--- config.mk ---
export PLATFORM = sky130hd
export DESIGN_NAME = alu_seq_ctrl
export DESIGN_NICKNAME = d
export VERILOG_FILES = /design/src/rtl/alu_seq_ctrl.sv
export SDC_FILE = /design/constraint.sdc
export NUM_CORES = 1
export LEC_CHECK = 0
export ABC_AREA = 1
export BUFFER_PORTS_ARGS = -buffer_cell sky130_fd_sc_hd__buf_2
export CAP_MARGIN = 10
export CORE_MARGIN = 2
export CORE_UTILIZATION = 54
export DETAILED_ROUTE_END_ITERATION = 8
export GPL_TIMING_DRIVEN = 0
export PLACE_DENSITY = 0.73
export SETUP_SLACK_MARGIN = 0.4
export SKIP_CTS_REPAIR_TIMING = 1
export SLEW_MARGIN = 10
export SYNTH_ARGS = -nofsm -noshare
export SYNTH_HDL_FRONTEND = slang
export SYNTH_SLANG_ARGS = --single-unit
--- constraint.sdc ---
create_clock -name clk -period 3.1 [get_ports clk]
set_clock_uncertainty 0.15 [all_clocks]
set_input_delay 0.155 -clock clk [delete_from_list [all_inputs] [get_ports clk]]
set_output_delay 0.155 -clock clk [all_outputs]
set_load 0.03 [all_outputs]
--- src/rtl/alu_seq_ctrl.sv ---
// Sequential 32-bit ALU with a valid/ready request port and a valid/ready result port.
// Single-cycle ops go through EXEC; MUL runs a 32-step shift-add loop before DONE.
module alu_seq_ctrl (
    input  logic        clk,
    input  logic        rst_n,
    input  logic        in_valid,
    output logic        in_ready,
    input  logic [2:0]  op,
    input  logic [31:0] a,
    input  logic [31:0] b,
    output logic        out_valid,
    input  logic        out_ready,
    output logic [31:0] result,
    output logic        zero,
    output logic        busy
);
    typedef enum logic [1:0] {IDLE, EXEC, MUL, DONE} state_t;

    localparam logic [2:0] OP_ADD = 3'd0;
    localparam logic [2:0] OP_SUB = 3'd1;
    localparam logic [2:0] OP_AND = 3'd2;
    localparam logic [2:0] OP_OR  = 3'd3;
    localparam logic [2:0] OP_SLT = 3'd4;
    localparam logic [2:0] OP_MUL = 3'd5;

    state_t      state_reg, state_next;
    logic [2:0]  op_reg;
    logic [31:0] a_reg, b_reg, acc_reg, result_reg;
    logic [5:0]  cnt_reg;
    logic        zero_reg;
    logic        ready_en_reg;
    logic        accept;
    logic [31:0] exec_value, acc_next;

    assign accept   = in_valid & in_ready;
    assign acc_next = acc_reg + (b_reg[0] ? a_reg : 32'h0);
    assign result   = result_reg;
    assign zero     = zero_reg;

    always_ff @(posedge clk or negedge rst_n) begin
        if (!rst_n) begin
            state_reg <= IDLE;
        end else begin
            state_reg <= state_next;
        end
    end

    always_comb begin
        state_next = state_reg;
        case (state_reg)
            IDLE: if (accept) state_next = (op == OP_MUL) ? MUL : EXEC;
            EXEC: state_next = DONE;
            MUL:  if (cnt_reg == 6'd31) state_next = DONE;
            DONE: if (out_ready) state_next = IDLE;
            default: state_next = IDLE;
        endcase
    end

    // in_ready is held off until the first edge after reset release
    always_comb begin
        in_ready  = (state_reg == IDLE) && ready_en_reg;
        out_valid = (state_reg == DONE);
        busy      = (state_reg != IDLE);
    end

    always_comb begin
        exec_value = 32'h0;
        case (op_reg)
            OP_ADD:  exec_value = a_reg + b_reg;
            OP_SUB:  exec_value = a_reg - b_reg;
            OP_AND:  exec_value = a_reg & b_reg;
            OP_OR:   exec_value = a_reg | b_reg;
            OP_SLT:  exec_value = {31'h0, $signed(a_reg) < $signed(b_reg)};
            default: exec_value = 32'h0;
        endcase
    end

    // MUL: a_reg is the shifting multiplicand, b_reg the multiplier consumed LSB first
    always_ff @(posedge clk or negedge rst_n) begin
        if (!rst_n) begin
            op_reg       <= 3'd0;
            a_reg        <= 32'h0;
            b_reg        <= 32'h0;
            acc_reg      <= 32'h0;
            cnt_reg      <= 6'd0;
            result_reg   <= 32'h0;
            zero_reg     <= 1'b1;
            ready_en_reg <= 1'b0;
        end else begin
            ready_en_reg <= 1'b1;
            if (accept) begin
                op_reg  <= op;
                a_reg   <= a;
                b_reg   <= b;
                acc_reg <= 32'h0;
                cnt_reg <= 6'd0;
            end else if (state_reg == EXEC) begin
                result_reg <= exec_value;
                zero_reg   <= ~|exec_value;
            end else if (state_reg == MUL) begin
                acc_reg <= acc_next;
                a_reg   <= a_reg << 1;
                b_reg   <= b_reg >> 1;
                cnt_reg <= cnt_reg + 6'd1;
                if (cnt_reg == 6'd31) begin
                    result_reg <= acc_next;
                    zero_reg   <= ~|acc_next;
                end
            end
        end
    end
endmodule
Word level (Yosys, flattened, before mapping):

Cells that the tools add are included.

* word-level logic and storage cells: 70
* register bits: 141
* output and inout port bits: 36
* input port bits: 71

* $lt $le $gt $ge: 1
* equality and inequality tests: 13
* add/sub/neg operators: 4
* muxes and demuxes: 25
* bitwise operators: 4
* reduce and logical (&&, ||, !) cells: 14

Operators with widths (count)
* $mux W32: 13
* $pmux W32 S5: 1
* $add A32 B32 Y32: 2
* $reduce_or A32 Y1: 2
* $and A32 B32 Y32: 1
* $lt A32 B32 Y1: 1
* $or A32 B32 Y32: 1
* $sub A32 B32 Y32: 1
* $mux W6: 3
* $mux W2: 4
* $pmux W2 S4: 1
* $reduce_bool A2 Y1: 4
* $add A6 B1 Y6 const B: 1
* $eq A3 B2 Y1 const B: 2
* $eq A3 B3 Y1 const B: 2
* $eq A6 B5 Y1 const B: 1
* $ne A2 B2 Y1 const B: 3
* $reduce_and A3 Y1: 2
* $eq A2 B2 Y1 const B: 2
* $eq A3 B1 Y1 const B: 1
* $logic_not A3 Y1: 1
* $mux W1: 3
* $eq A2 B1 Y1 const B: 1
* $logic_not A1 Y1: 2
* other kinds (6): 6

Longest topological paths before layout:

Gate-level depths: netlist (run 1).

* word-level depth: 7
* depth in mapped cells: 23
* depth with buffers taken out: 22

Worst setup path after synthesis (run 1):

Ideal clock, no wire load.

* path kind: reg2reg
* start: reg b_reg[0]
* end: reg zero_reg, in the netlist zero
* data arrival time: 2.502 ns
* setup slack: 0.375 ns
* clock period less this slack: 2.725 ns
* library setup time: 0.073 ns
* stages on the path, launching flop included: 17
* required time: 2.877 ns
* path through: dfrtp_1 > ha_1 > ha_1 > fa_1 > nand3_1 > nand3_1 > nand2_1 > nand3_1 > xnor2_1 > nand3_1 > nor2_1 > nand2_1 > nor2_1 > nand4_1 > nand2_1 > inv_1 > a21oi_1

* word-level cells in the longest chain between the ends: 7
* elaborated cells on any way between the ends: 15
* classes of those cells: add/sub (3); order compare (1); mux (5); bitwise (2); reduce/logical (4)

RTL lines
* start, declared: RTL line 28 `logic [31:0] a_reg, b_reg, acc_reg, result_reg;`
* start signal, assigned: RTL line 103 `b_reg <= b_reg >> 1;`
* $mux W32: RTL line 36 `assign acc_next = acc_reg + (b_reg[0] ? a_reg : 32'h0);`
* $add A32 B32 Y32: RTL line 36
* $reduce_or A32 Y1: RTL line 107 `zero_reg <= ~|acc_next;`
* $logic_not A1 Y1: RTL line 107
* $mux W1: RTL line 105 `if (cnt_reg == 6'd31) begin`
* $mux W1: RTL line 100 `end else if (state_reg == MUL) begin`
* $mux W1 *: RTL line 97 `end else if (state_reg == EXEC) begin`
* end signal, assigned: RTL line 99 `zero_reg <= ~|exec_value;`
* end signal, assigned: RTL line 107
* end, declared: RTL line 30 `logic zero_reg;`

Every way passes the cells marked *; elsewhere a longest branch is shown, timed or not. The select of a mux whose other input is x is not followed.
A chain may end at the register's enable or synchronous reset.

Worst setup path in the final report (run 1):

Same ends and word-level chain as after synthesis.

==> reports/metrics.yaml, run 1 <==
status: "finished with violations"
violations: "setup timing"
vias: 19000
nets: 3053
grt_overflow_total: 0
clkTransAtPathRegs_ps: 80
fmax_mhz: 319
rsz0062_at_grt: "yes"
critPathBufInv: 0
root_buffer: "clkbuf_16"
clk_path_buf_depth: 2
drc: 0
fp.dieW_um: 173
period_minus_slack_ps: 3130
reg2reg_to: "zero"
core.rowCount: 61
path_class: "flip-flop to flip-flop"
track_usage_pct: 39.3
timing.final.crit_share_pct: 101
h-tree-depth: 4
rr_worst_depth: 17
crit_start: "b_reg[0]"
dp_hpwl_mm: 48.7
slew_headroom_pct: 49.9
cp-endpoint: "zero"
slew_viol_final: 0
yosys_most_used_dff: "dfrtp_1"
clkPwrFrac_pct: 9.1
cts_buffers: 17
critPathRequiredTime_ps: 3330
synth_nets: 2762
coreArea_mm2: 0.0279
synth_edf_count: 0
netlist_area_mm2: 0.0153
antenna_found_initial: 3
cts_sinks: 141
portBuffers: 106
n_fill_cell: 2164
worstSetupEndpointType: "flip-flop"
crit_arrival_ps: 3370
gp_congestion: 0.992
seqPwrFrac_pct: 14.7
netSwitchingPower_w: 0.0138
synth-seq-cells: 141
cp_top_family: "simple AND/OR/NAND/NOR gates"
grt_pass1_wl_mm: 90.2
p_int_w: 0.00964
ys_seq_area_share_pct: 23.0
clock_latency_ps: 460
synth_cells: 2540
yosys_warnings: 0
drive_gt1_share_pct: 26.9
vias_per_cell: 5.91
irDropWorstVdd_mv: 0.850
path_depth: 17
grt_max_degree: 89
critPathLaunchType: "flip-flop"
synth-async-reset-ratio_pct: 100
avgSynthCellArea_um2: 6.04
dpl_worst_slack_ps: -670
combPwrFrac_pct: 76.2
grt_pass1_vias: 16300
hold_ws_ps: 46.7
io_pins: 107
detail-route-antenna-nets: 0
reg2reg_setup_slack_ps: -30
area_growth_pct: 33.8
worstPathCellList: "ha_4, fa_2, nand2_2, nand2_4, nand2_1, a21oi_1, o21ai_0, nand3b_1, nor2_1, nand2_1, nor2_2, nand3_1, nor2_1, nand2_1, nor2_1, nand3_1, a21oi_2"
drt_wl_total_mm: 68.5
initial_core_util_pct: 55.1
cpPeakStageDelay_ps: 590
routedWlPerCell_um: 21.3
crit_fanout: 8
die_area_mm2: 0.0298
sw_frac_of_total_pct: 58.9
cts_tree: "done"
setup_slack_ps: -34.0
worstReg2RegStart: "b_reg[0]"
powerDensity_mw_per_mm2: 1140
hold_violations: 0
setup_violations: 1
power_leakage_nw: 11.0
cap_violations: 0
critical_path.slowest_cell: "dfrtp_4"
worstMarginPinSlew_ps: 751
hold_class: "input port to flip-flop"
whs_path_depth: 3
dieHeight_um: 173
synth.distinct_cells: 46
drtIter0Drc: 2279
firstDrtPassIters: 6
worst min path at each step:
| stage | start | slack (ps) | endpoint |
|---|---|---|---|
| 2_1_floorplan | rst_n | -290 | a_reg[0] |
| 3_3_place_gp | b[31] | 230 | b_reg[31] |
| 3_5_place_dp | rst_n | 5 | b_reg[7] |
| 4_1_cts | rst_n | -470 | b_reg[7] |
| 5_1_grt | out_ready | 70 | state_reg[1] |
| 6_report | out_ready | 50 | state_reg[1] |
placed cells by master (no fill, tap or decap), types with 33 or more instances in the layout:
master         Yosys  final
nand2_4            3     40
o21ai_0          172    135
nand3_1          181    144
ha_1             148    104
ha_4               0     40
nor2_2            14     35
dlygate4sd3_1      0     68
inv_2             16     77
o21ai_1            2     33
nand3_2            4     34
inv_1            428    363
dfrtp_1          140    111
a21oi_2            5     34
nor2_1           209    168
buf_2             15    113
a21oi_1           88     53
buf_4             11     97
nand2_1          826    700
nand2_2            8     94
o211ai_1          63     63
worst register-to-register path: stages (launching register included):
cell and delay (ps):
dfrtp_4 590, ha_4 240, fa_2 390, nand2_2 120, nand2_4 80, nand2_1 100
a21oi_1 70, o21ai_0 80, nand3b_1 210, nor2_1 180, nand2_1 90, nor2_2 160
nand3_1 100, nor2_1 120, nand2_1 60, nor2_1 100, nand3_1 90, a21oi_2 140
metrics by stage:
| step | total power [W] | TNS (ps) | utilization, % | instance area (um2) | cells |
|---|---|---|---|---|---|
| 2_1_floorplan | 0.0126 | 0 | - | 15300 | 2540 |
| 3_3_place_gp | 0.0166 | -49440 | 58.7 | 16400 | 3024 |
| 3_5_place_dp | 0.0169 | -16320 | 58.8 | 16400 | 3025 |
| 4_1_cts | 0.0191 | -19660 | 60.8 | 16900 | 3057 |
| 5_1_grt | 0.0247 | -134 | 73.7 | 20500 | 3222 |
| 6_report | 0.0235 | -34.0 | 73.7 | 20500 | 3223 |
power by group through the flow:
stage	registers (W)	logic [W]	clock network, W
6_report	0.00345	0.0179	0.00213
3_5_place_dp	0.00341	0.0135	0
4_1_cts	0.00338	0.0136	0.00206
2_1_floorplan	0.00346	0.00917	0
3_3_place_gp	0.00337	0.0133	0
5_1_grt	0.00349	0.0190	0.00215
final cells by class:
cell class / count / area [um2] / area share [%]
clock inverter: 15 / 128 / 0.621
inverter: 445 / 1680 / 8.20
timing repair buffer: 272 / 2060 / 10.0
antenna: 1 / 2.50 / 0.0122
multi-input combinational: 1872 / 11700 / 56.8
clock buffer: 17 / 425 / 2.07
tap: 378 / 473 / 2.30
buffer: 82 / 522 / 2.54
sequential: 141 / 3570 / 17.4
cell usage after synthesis, types with 4 or more instances:
| library cell | number | share of area (%) |
|---|---|---|
| and2_1 | 7 | 0.29 |
| o21bai_1 | 14 | 0.68 |
| dfrtp_1 | 140 | 23 |
| buf_6 | 7 | 0.51 |
| nand2_2 | 8 | 0.33 |
| nand3_2 | 4 | 0.26 |
| o21ai_0 | 172 | 5.6 |
| o211ai_1 | 63 | 3.1 |
| ha_1 | 148 | 12 |
| inv_1 | 428 | 10 |
| nand2_1 | 826 | 20 |
| a21oi_1 | 88 | 2.9 |
| buf_2 | 15 | 0.49 |
| buf_4 | 11 | 0.54 |
| nor4_1 | 4 | 0.16 |
| clkbuf_1 | 40 | 0.98 |
| nand4_1 | 23 | 0.94 |
| nand3_1 | 181 | 5.9 |
| inv_2 | 16 | 0.39 |
| o22ai_1 | 25 | 1.0 |
| nor2_1 | 209 | 5.1 |
| nand3b_1 | 12 | 0.59 |
| xor2_1 | 6 | 0.34 |
| xnor2_1 | 7 | 0.40 |
| nor2_2 | 14 | 0.57 |
| nor3_1 | 29 | 0.95 |
| a21oi_2 | 5 | 0.29 |
| buf_1 | 9 | 0.22 |
routing by layer:
metal / wire, um / global-route usage [%] / up-vias
li1: - / - / 8605
met1: 26200 / 50.5 / 8933
met2: 31100 / 63.3 / 1200
met5: 8 / 0 / -
met4: 4450 / 20.3 / 2
met3: 6830 / 7.08 / 304
kinds of logic (layout without fill, tap and decap cells):
family | count (synthesis) | after routing | share of synthesized area (%)
xor+xnor | 13 | 13 | 0.742
flops | 141 | 141 | 23.0
buf+inv | 527 | 831 | 13.6
simple gates | 1329 | 1329 | 36.1
fa+ha+maj | 151 | 151 | 12.5
compound gates | 378 | 378 | 14.1
other cells | 1 | 2 | 0.0244
Note: power is estimated with default switching activity, not from simulation.
==> run 2, diff against run 1 <==
--- a/config.mk
+++ b/config.mk
@@ -10,10 +10,10 @@
 export CAP_MARGIN = 10
 export CORE_MARGIN = 2
 export CORE_UTILIZATION = 54
+export CTS_CLUSTER_DIAMETER = 200
 export DETAILED_ROUTE_END_ITERATION = 8
 export GPL_TIMING_DRIVEN = 0
 export PLACE_DENSITY = 0.73
-export SETUP_SLACK_MARGIN = 0.4
 export SKIP_CTS_REPAIR_TIMING = 1
 export SLEW_MARGIN = 10
 export SYNTH_ARGS = -nofsm -noshare
==> run 2 against run 1 <==
- the run still ends with setup timing left
- cell area decreased by 6.6%
- die area unchanged
- sequential share of layout area increased by 1.2 points
- register-to-register slack improved by 30 ps
- clock-buffer cell count increased by 3
- non-clock buffer count decreased by 60
- critical path type unchanged
- critical endpoint unchanged
- largest power group unchanged
- highest routed layer is now met4
==> reports/metrics.yaml, run 2 (synthesis gave the netlist of run 1 again) <==
cts_buffers: 17
core.rowCount: 61
fp.dieW_um: 173
fmax_mhz: 322
combPwrFrac_pct: 74.0
routedWlPerCell_um: 19.6
grt_overflow_total: 0
seqPwrFrac_pct: 16.2
clkPwrFrac_pct: 9.7
clk_path_buf_depth: 2
sw_frac_of_total_pct: 59.0
netSwitchingPower_w: 0.0124
clock_latency_ps: 460
irDropWorstVdd_mv: 0.834
slew_headroom_pct: 36.6
n_fill_cell: 2436
grt_pass1_vias: 16000
worstMarginPinSlew_ps: 952
path_class: "flip-flop to flip-flop"
grt_max_degree: 90
area_growth_pct: 25.0
h-tree-depth: 4
powerDensity_mw_per_mm2: 1100
violations: "setup timing"
initial_core_util_pct: 55.1
portBuffers: 106
gp_congestion: 0.993
cts_sinks: 141
power_leakage_nw: 10.5
drc: 0
worstSetupEndpointType: "flip-flop"
clkTransAtPathRegs_ps: 80
setup_slack_ps: -1.09
grt_pass1_wl_mm: 88.9
firstDrtPassIters: 7
rsz0062_at_grt: "yes"
dp_hpwl_mm: 47.3
drt_wl_total_mm: 61.9
status: "finished with violations"
crit_fanout: 5
final_util_pct: 68.8
root_buffer: "clkbuf_16"
die_area_mm2: 0.0298
io_pins: 107
drive_gt1_share_pct: 18.9
slew_viol_final: 0
drtIter0Drc: 1677
vias: 17800
timing.final.crit_share_pct: 100
dieHeight_um: 173
cap_violations: 0
whs_path_depth: 3
detail-route-antenna-nets: 0
hold_violations: 0
critPathRequiredTime_ps: 3350
setup_violations: 1
rr_worst_depth: 17
antenna_found_initial: 4
vias_per_cell: 5.63
cts_tree: "done"
layout_commonest_cell: "nand2_1"
coreArea_mm2: 0.0279
p_int_w: 0.00862
final_cell_mix: "nand2_1, inv_1, nor2_1"
crit_arrival_ps: 3350
hold_class: "input port to flip-flop"
track_usage_pct: 38.8
nets: 2993
period_minus_slack_ps: 3100
setup-tns-final_ps: -1.09
critPathLaunchType: "flip-flop"
==> run 2: worst paths after layout <==
kind,start,slack [ps],to
worst max-delay path,b_reg[0],-1,zero
worst min-delay path,out_ready,10,state_reg[1]
worst max register to register,b_reg[0],-1,zero
worst min register to register,cnt_reg[5],330,cnt_reg[5]
max in group asynchronous,rst_n,1830,acc_reg[21]
min in group asynchronous,rst_n,80,b_reg[4]
==> run 2: worst max-delay path, stage by stage, from the launching register on <==
cell,delay [ps]
dfrtp_4,510
buf_4,160
ha_4,180
ha_4,180
fa_2,370
nand3_1,100
nand3_2,130
nand2_2,110
nand3_4,120
xnor2_4,210
nand3_2,140
nor2_1,140
nand2_1,60
nor2_1,150
nand4_1,110
nand2_1,70
inv_1,50
a21oi_2,120
==> run 2: power groups by stage <==
stage / Combinational (W) / Clock (W) / Sequential, W
2_1_floorplan: 0.00917 / 0 / 0.00346
6_report: 0.0156 / 0.00204 / 0.00341
3_5_place_dp: 0.0135 / 0 / 0.00335
5_1_grt: 0.0169 / 0.00212 / 0.00350
4_1_cts: 0.0136 / 0.00202 / 0.00333
3_3_place_gp: 0.0133 / 0 / 0.00332
==> run 2: layout make-up <==
cell class,count,area (um2),area share (%)
inverter,445,1680,8.74
timing repair buffer,212,1570,8.16
clock buffer,20,457,2.38
clock inverter,12,86.3,0.450
sequential,141,3560,18.6
tap,378,473,2.47
multi-input combinational,1872,10900,56.8
buffer,82,468,2.44
antenna,1,2.50,0.0130
==> run 2: layer usage <==
metal | wire, um | GRT usage [%] | part of all wire (%) | up-vias
li1 | - | - | - | 8461
met1 | 24600 | 49.5 | 40 | 8342
met2 | 28200 | 61.9 | 46 | 839
met3 | 5820 | 8.93 | 9.4 | 175
met4 | 3210 | 18.9 | 5.2 | 0
met5 | 0 | 0 | 0 | -
==> run 2: through the flow <==
stage	setup slack, ps	cells	hold WS (ps)	instance area (um2)	power, W
global placement	-676	3024	229	16300	0.0166
global route	-150	3162	50.0	19200	0.0225
floorplan	375	2540	-291	15300	0.0126
CTS	-677	3057	-494	16900	0.0189
finish	-1.09	3163	10.2	19200	0.0210
detailed placement	-658	3025	-8.79	16400	0.0168
